==> config.mk <==
export PLATFORM = sky130hd
export DESIGN_NAME = ex_stage_mc
export DESIGN_NICKNAME = d
export VERILOG_FILES = /design/src/rtl/ex_stage_mc.sv
export SDC_FILE = /design/constraint.sdc
export NUM_CORES = 1
export LEC_CHECK = 0
export CORE_MARGIN = 2
export CORE_UTILIZATION = 25
export DETAILED_ROUTE_END_ITERATION = 10
export HOLD_SLACK_MARGIN = 0.05
export PLACE_DENSITY = 0.41
export SLEW_MARGIN = 20
export SYNTH_ARGS = -nofsm -noshare
export SYNTH_HDL_FRONTEND = slang
export SYNTH_SLANG_ARGS = --single-unit
==> constraint.sdc <==
create_clock -name clk -period 4.61 [get_ports clk]
set_clock_uncertainty 0.1 [all_clocks]
set_input_delay 0.461 -clock clk [delete_from_list [all_inputs] [get_ports clk]]
set_output_delay 0.461 -clock clk [all_outputs]
set_load 0.005 [all_outputs]
==> src/rtl/ex_stage_mc.sv <==
// Execute stage: ID/EX operand capture, single-cycle ALU and an iterative RV32M
// multiply/divide unit, with valid/ready handshakes, flush and back-pressure.
// Emits the register write-back triple (out_we, out_waddr, out_wdata).
module ex_stage_mc #(
    parameter int XLEN   = 32,
    parameter int REG_AW = 5,
    parameter int CNT_W  = $clog2(XLEN) + 1
) (
    input  logic              clk,
    input  logic              rst,
    input  logic              rdy,
    input  logic              flush,
    input  logic              in_valid,
    output logic              in_ready,
    input  logic [3:0]        in_op,
    input  logic [XLEN-1:0]   in_a,
    input  logic [XLEN-1:0]   in_b,
    input  logic              in_we,
    input  logic [REG_AW-1:0] in_waddr,
    output logic              out_valid,
    input  logic              out_ready,
    output logic              out_we,
    output logic [REG_AW-1:0] out_waddr,
    output logic [XLEN-1:0]   out_wdata,
    output logic              busy
);

    localparam int SHW = $clog2(XLEN);

    typedef enum logic [1:0] {StIdle, StMul, StDiv} state_e;

    state_e            state_q;
    logic [CNT_W-1:0]  cnt_q;
    // opd_q: multiplicand or divisor magnitude
    // hi_q:  product high half or partial remainder
    // lo_q:  multiplier / product low half, or dividend / quotient
    logic [XLEN-1:0]   opd_q;
    logic [XLEN-1:0]   hi_q;
    logic [XLEN-1:0]   lo_q;
    // op_q[2]: divide, op_q[1]: remainder (divide), op_q[0]: high half (multiply)
    logic [2:0]        op_q;
    logic              we_q;
    logic [REG_AW-1:0] waddr_q;
    logic              quo_neg_q;
    logic              rem_neg_q;

    logic              accept;
    logic              is_m;
    logic              is_div;
    logic              a_neg;
    logic              b_neg;
    logic [XLEN-1:0]   a_mag;
    logic [XLEN-1:0]   b_mag;
    logic [XLEN-1:0]   alu_res;
    logic [XLEN-1:0]   m_res;
    logic              m_done;
    logic [XLEN:0]     mul_sum;
    logic [XLEN:0]     div_sh;
    logic              div_ge;
    logic [XLEN-1:0]   div_diff;

    assign busy     = (state_q != StIdle);
    assign in_ready = rdy & ~flush & (state_q == StIdle) & (~out_valid | out_ready);
    assign accept   = in_valid & in_ready;
    assign is_m     = in_op[3] & (in_op[2] | in_op[1]);
    assign is_div   = in_op[3] & in_op[2];
    assign m_done   = (state_q != StIdle) && (cnt_q == '0);

    // Signed divide works on magnitudes; signs are reapplied at completion.
    assign a_neg = is_div & ~in_op[0] & in_a[XLEN-1];
    assign b_neg = is_div & ~in_op[0] & in_b[XLEN-1];
    assign a_mag = a_neg ? (XLEN'(0) - in_a) : in_a;
    assign b_mag = b_neg ? (XLEN'(0) - in_b) : in_b;

    // One shift-add multiply step and one restoring-divide step.
    assign mul_sum  = {1'b0, hi_q} + (lo_q[0] ? {1'b0, opd_q} : '0);
    assign div_sh   = {hi_q, lo_q[XLEN-1]};
    assign div_ge   = (div_sh >= {1'b0, opd_q});
    assign div_diff = div_sh[XLEN-1:0] - opd_q;

    // Single-cycle ALU on the incoming operands.
    always_comb begin
        alu_res = '0;
        case (in_op)
            4'd0:    alu_res = in_a + in_b;
            4'd1:    alu_res = in_a - in_b;
            4'd2:    alu_res = in_a & in_b;
            4'd3:    alu_res = in_a | in_b;
            4'd4:    alu_res = in_a ^ in_b;
            4'd5:    alu_res = in_a << in_b[SHW-1:0];
            4'd6:    alu_res = in_a >> in_b[SHW-1:0];
            4'd7:    alu_res = $unsigned($signed(in_a) >>> in_b[SHW-1:0]);
            4'd8:    alu_res = {{(XLEN-1){1'b0}}, $signed(in_a) < $signed(in_b)};
            4'd9:    alu_res = {{(XLEN-1){1'b0}}, in_a < in_b};
            default: alu_res = '0;
        endcase
    end

    // Final multiply/divide result selection with sign fix-up.
    always_comb begin
        m_res = '0;
        if (!op_q[2]) begin
            m_res = op_q[0] ? hi_q : lo_q;
        end else if (op_q[1]) begin
            m_res = rem_neg_q ? (XLEN'(0) - hi_q) : hi_q;
        end else begin
            m_res = quo_neg_q ? (XLEN'(0) - lo_q) : lo_q;
        end
    end

    // Stage state: output slot, iteration FSM and operand registers.
    always_ff @(posedge clk or negedge rst) begin
        if (!rst) begin
            state_q   <= StIdle;
            cnt_q     <= '0;
            opd_q     <= '0;
            hi_q      <= '0;
            lo_q      <= '0;
            op_q      <= '0;
            we_q      <= 1'b0;
            waddr_q   <= '0;
            quo_neg_q <= 1'b0;
            rem_neg_q <= 1'b0;
            out_valid <= 1'b0;
            out_we    <= 1'b0;
            out_waddr <= '0;
            out_wdata <= '0;
        end else if (rdy) begin
            if (flush) begin
                // Kill the output and any iteration; a completing result is dropped.
                out_valid <= 1'b0;
                out_we    <= 1'b0;
                state_q   <= StIdle;
                cnt_q     <= '0;
            end else begin
                if (accept && !is_m) begin
                    out_valid <= 1'b1;
                    out_we    <= in_we & (|in_waddr);
                    out_waddr <= in_waddr;
                    out_wdata <= alu_res;
                end else if (m_done) begin
                    out_valid <= 1'b1;
                    out_we    <= we_q & (|waddr_q);
                    out_waddr <= waddr_q;
                    out_wdata <= m_res;
                end else if (out_ready) begin
                    out_valid <= 1'b0;
                    out_we    <= 1'b0;
                end

                case (state_q)
                    StIdle: begin
                        if (accept && is_m) begin
                            state_q <= is_div ? StDiv : StMul;
                            cnt_q   <= CNT_W'(XLEN);
                            op_q    <= in_op[2:0];
                            we_q    <= in_we;
                            waddr_q <= in_waddr;
                            hi_q    <= '0;
                            if (is_div) begin
                                opd_q     <= b_mag;
                                lo_q      <= a_mag;
                                // Divide by zero yields -1 regardless of dividend sign.
                                quo_neg_q <= (a_neg ^ b_neg) & (|in_b);
                                rem_neg_q <= a_neg;
                            end else begin
                                opd_q     <= in_a;
                                lo_q      <= in_b;
                                quo_neg_q <= 1'b0;
                                rem_neg_q <= 1'b0;
                            end
                        end
                    end
                    StMul: begin
                        if (cnt_q != '0) begin
                            hi_q  <= mul_sum[XLEN:1];
                            lo_q  <= {mul_sum[0], lo_q[XLEN-1:1]};
                            cnt_q <= cnt_q - CNT_W'(1);
                        end else begin
                            state_q <= StIdle;
                        end
                    end
                    StDiv: begin
                        if (cnt_q != '0) begin
                            hi_q  <= div_ge ? div_diff : div_sh[XLEN-1:0];
                            lo_q  <= {lo_q[XLEN-2:0], div_ge};
                            cnt_q <= cnt_q - CNT_W'(1);
                        end else begin
                            state_q <= StIdle;
                        end
                    end
                    default: state_q <= StIdle;
                endcase
            end
        end
    end

endmodule
==> run summary <==
===========================================================================================
FF/Latch Area                                                                      3854 µm²
Register area share after synthesis                                                  0.1694
DRC violations left                                                                       0
Multi-input combinational cell area                                               17290 µm²
Global router's overall resource usage                                               0.2432
Longest Clk Path Bufs                                                                     2
Async set-reset flop share out of synthesis                                           1.000
Die Span X                                                                         305.6 µm
Mean post-synth cell area                                                         7.126 µm²
Wire per inst                                                                      26.00 µm
Number of design-rule violations left by the first detailed-router iteration           2511
Number of maximum-capacitance violations                                                  0
Number of antenna violations at the first check in global routing                         5
CP max stage delay                                                                  0.86 ns
Final critical delay including setup and external delays                           4.089 ns
Clock transition at path regs                                                       0.07 ns
Flop-to-flop setup slack                                                            0.52 ns
Routed via count                                                                      25003
Place WS                                                                         0.08437 ns
Peak fanout along the critical path                                                       7
Instance count of the mapped netlist                                                   3192
Final-layout setup total negative slack                                                0 ns
Most used flip-flop cell after synthesis                                       sky130_fd_sc_hd__dfrtp_1
Std cell rows                                                                           110
Summed instance area of the synthesized netlist                                   22750 µm²
Area of the core                                                                  90150 µm²
Total power density per cell area                                              430.4 nW/µm²
Largest voltage drop on the vdd net                                             0.0002464 V
Highest-delay cell along the critical path                                     sky130_fd_sc_hd__a21oi_1
Gates resized, CTS repair                                                                 0
Largest net degree at the start of global routing                                       114
Slew HR                                                                              0.3200
Final setup slack of the worst path                                               0.5211 ns
Area share of the largest cell type after synthesis                                  0.1694
Routed via count divided by cell count                                                5.585
Count of buffers from port buffering                                                    120
Warnings from Yosys                                                                       0
Deepest level of the CTS H-tree                                                           4
Unique masters post-synth                                                               100
RSZ-0062 raised after global routing                                                     no
Most frequent standard cell in the layout excluding fill and tap cells         sky130_fd_sc_hd__o21ai_0
Layout overhead on the synthesized area                                              17.03%
Clk sink count                                                                          154
TritonCTS clock tree                                                                   done
Static leakage                                                                     10.91 nW
Drt total wl                                                                      116400 µm
DIE AREA                                                                          93410 µm²
Chip Height                                                                        305.6 µm
Crit path DAT                                                                       4.36 ns
Layout cells sized above 1                                                           0.1049
Max Fclk                                                                         0.2446 GHz
Count of flip-flops with a built-in enable after synthesis                                0
Startpoint class of the critical path                                             flip-flop
Result of the run                                                              complete, no violations
Largest area contributor in the netlist                                        sky130_fd_sc_hd__dfrtp_1
Worst min-delay path category                                                  flip-flop to flip-flop
Initial core utilization                                                             0.2523
Hold Fails Final Rpt                                                                      0
Post-DP HPWL                                                                       91940 µm
Total nets after synthesis                                                             3449
Ports                                                                                   121
Source-to-sink clock delay at the later pin of the worst-skew pair                  0.50 ns
Kind of cell with the highest combined delay on the critical path              compound AO/OA/AOI/OAI gates
Worst Setup End Kind                                                              flip-flop
Register bit total from synthesis                                                       154
Residual antenna-violating net count after detailed routing                               0
Number of CTS-inserted buffers                                                           17
Clock root cell                                                                sky130_fd_sc_hd__clkbuf_16
Final worst-path cycle share                                                         0.8870
Area contributors post-synth                                                   sky130_fd_sc_hd__dfrtp_1, sky130_fd_sc_hd__ha_1, sky130_fd_sc_hd__o21ai_0
Via count of the first global-routing pass                                            24025
Setup-violating endpoint count in the final report                                        0
Sequence of cells on the critical path                                         inv_1 -> ha_2 -> nor2b_1 -> and3_1 -> nand3_1 -> a21oi_1 -> o211ai_1 -> a2111oi_2 -> a211oi_1 -> o21ai_0 -> mux2i_1
Count of nets after finishing                                                          3542
Final global-route overflow total                                                         0
First-pass GRT wire length                                                        167900 µm
WP buf/inv                                                                                1
Number of max-slew violations in the final report                                         0
Slew at the pin with the worst max-slew slack                                      1.020 ns
Number of search-and-repair iterations in the first detailed-routing pass                 6
Type of the worst setup path                                                   flip-flop to flip-flop
Final weighted congestion in routability-driven placement                             1.002
Top library cells by usage in the layout, fill and taps aside                  sky130_fd_sc_hd__o21ai_0, sky130_fd_sc_hd__nand2_1, sky130_fd_sc_hd__a21oi_1
Data required time of the critical path                                             4.89 ns
Fill count                                                                             9889
===========================================================================================
## logic make-up (layout without fill, tap and decap cells)
kind of cell / count (synthesis) / after routing / share of synthesized area
adders and majority gates: 177 / 177 / 0.09869
xor gates and xnor gates: 162 / 162 / 0.06238
AOI/OAI and AO/OA: 1169 / 1169 / 0.3239
and+or+nand+nor: 974 / 974 / 0.2010
DFF: 154 / 154 / 0.1694
muxes: 142 / 142 / 0.07107
other: 0 / 3 / 0
buffers and inverters: 414 / 520 / 0.07349
## synthesized netlist by cell type (41+ instances only)
library cell,instances
sky130_fd_sc_hd__nand2b_1,41
sky130_fd_sc_hd__xor2_1,46
sky130_fd_sc_hd__o31ai_1,47
sky130_fd_sc_hd__ha_1,173
sky130_fd_sc_hd__a22oi_1,44
sky130_fd_sc_hd__a21oi_1,304
sky130_fd_sc_hd__nor3_1,59
sky130_fd_sc_hd__o21ai_0,346
sky130_fd_sc_hd__nand2_1,324
sky130_fd_sc_hd__inv_1,164
sky130_fd_sc_hd__xnor2_1,116
sky130_fd_sc_hd__mux2i_1,103
sky130_fd_sc_hd__nand3_1,53
sky130_fd_sc_hd__nor2_1,296
sky130_fd_sc_hd__clkbuf_1,185
sky130_fd_sc_hd__dfrtp_1,154
sky130_fd_sc_hd__a211oi_1,56
## registers in the layout (all words and copies together), names as in the netlist, 2 cells and up
name / count
op_q: 3
state_q: 2
out_wdata: 32
hi_q: 32
lo_q: 32
out_waddr: 5
waddr_q: 5
opd_q: 32
cnt_q: 6
## worst min-delay path: stages (launching register included)
cell,delay (ns)
sky130_fd_sc_hd__dfrtp_1,0.34
sky130_fd_sc_hd__nand2_1,0.04
sky130_fd_sc_hd__o21ai_0,0.05
## through the flow
stage | hold slack, ns | cell area [µm²] | util | total power, mW | std cells
global placement | 0.3315 | 26020 | 0.2886 | 9.940 | 4441
detailed placement | 0.3345 | 26020 | 0.2887 | 9.890 | 4441
CTS | 0.3870 | 26610 | 0.2952 | 11.44 | 4474
floorplan | 0.06541 | 22750 | - | 7.034 | 3192
global route | 0.4079 | 26610 | 0.2952 | 12.29 | 4474
finish | 0.3748 | 26620 | 0.2953 | 11.46 | 4477
## final timing paths
| path | start | to | cells after the start |
|---|---|---|---|
| min in group asynchronous | rst | hi_q[2]$_DFFE_PN0P_ | 2 |
| max in group asynchronous | rst | out_wdata[22]$_DFFE_PN0P_ | 3 |
| max reg2reg | state_q[0]$_DFFE_PN0P_ | out_wdata[30]$_DFFE_PN0P_ | 11 |
| min | opd_q[28]$_DFFE_PN0P_ | opd_q[28]$_DFFE_PN0P_ | 2 |
| max | state_q[0]$_DFFE_PN0P_ | out_wdata[30]$_DFFE_PN0P_ | 11 |
| min reg2reg | opd_q[28]$_DFFE_PN0P_ | opd_q[28]$_DFFE_PN0P_ | 2 |
## power by group
group	leakage (nW)	switching, mW	internal, mW
registers	1.98	0.780	1.87
logic	8.66	4.44	2.89
clock network	0.271	0.718	0.767
total	10.9	5.93	5.52
## metal layers
metal	wire [µm]	part of all wire	vias up	GRT usage
met5	0	0	-	0
met4	6404	0.055	0	0.1193
met3	6782	0.058	211	0.03494
met2	52390	0.45	972	0.3911
met1	50850	0.44	11997	0.3181
li1	-	-	11823	-
## final cells by class
| cell class | count | share of cell area |
|---|---|---|
| multi-input cells | 2624 | 0.6495 |
| flip-flops and latches | 154 | 0.1448 |
| repair buffers | 322 | 0.1051 |
| well taps | 1176 | 0.05528 |
| inverters | 166 | 0.02341 |
| clock buffers | 18 | 0.01650 |
| clock inverters | 14 | 0.005218 |
| diodes | 3 | 0.0002820 |
## what timing repair did
| action | CTS | global route |
|---|---|---|
| hold buffers | 1 | 0 |
| setup buffers | 0 | 0 |
| hold endpoints to repair | 41 | 0 |
Note: power is estimated with default switching activity, not from simulation.
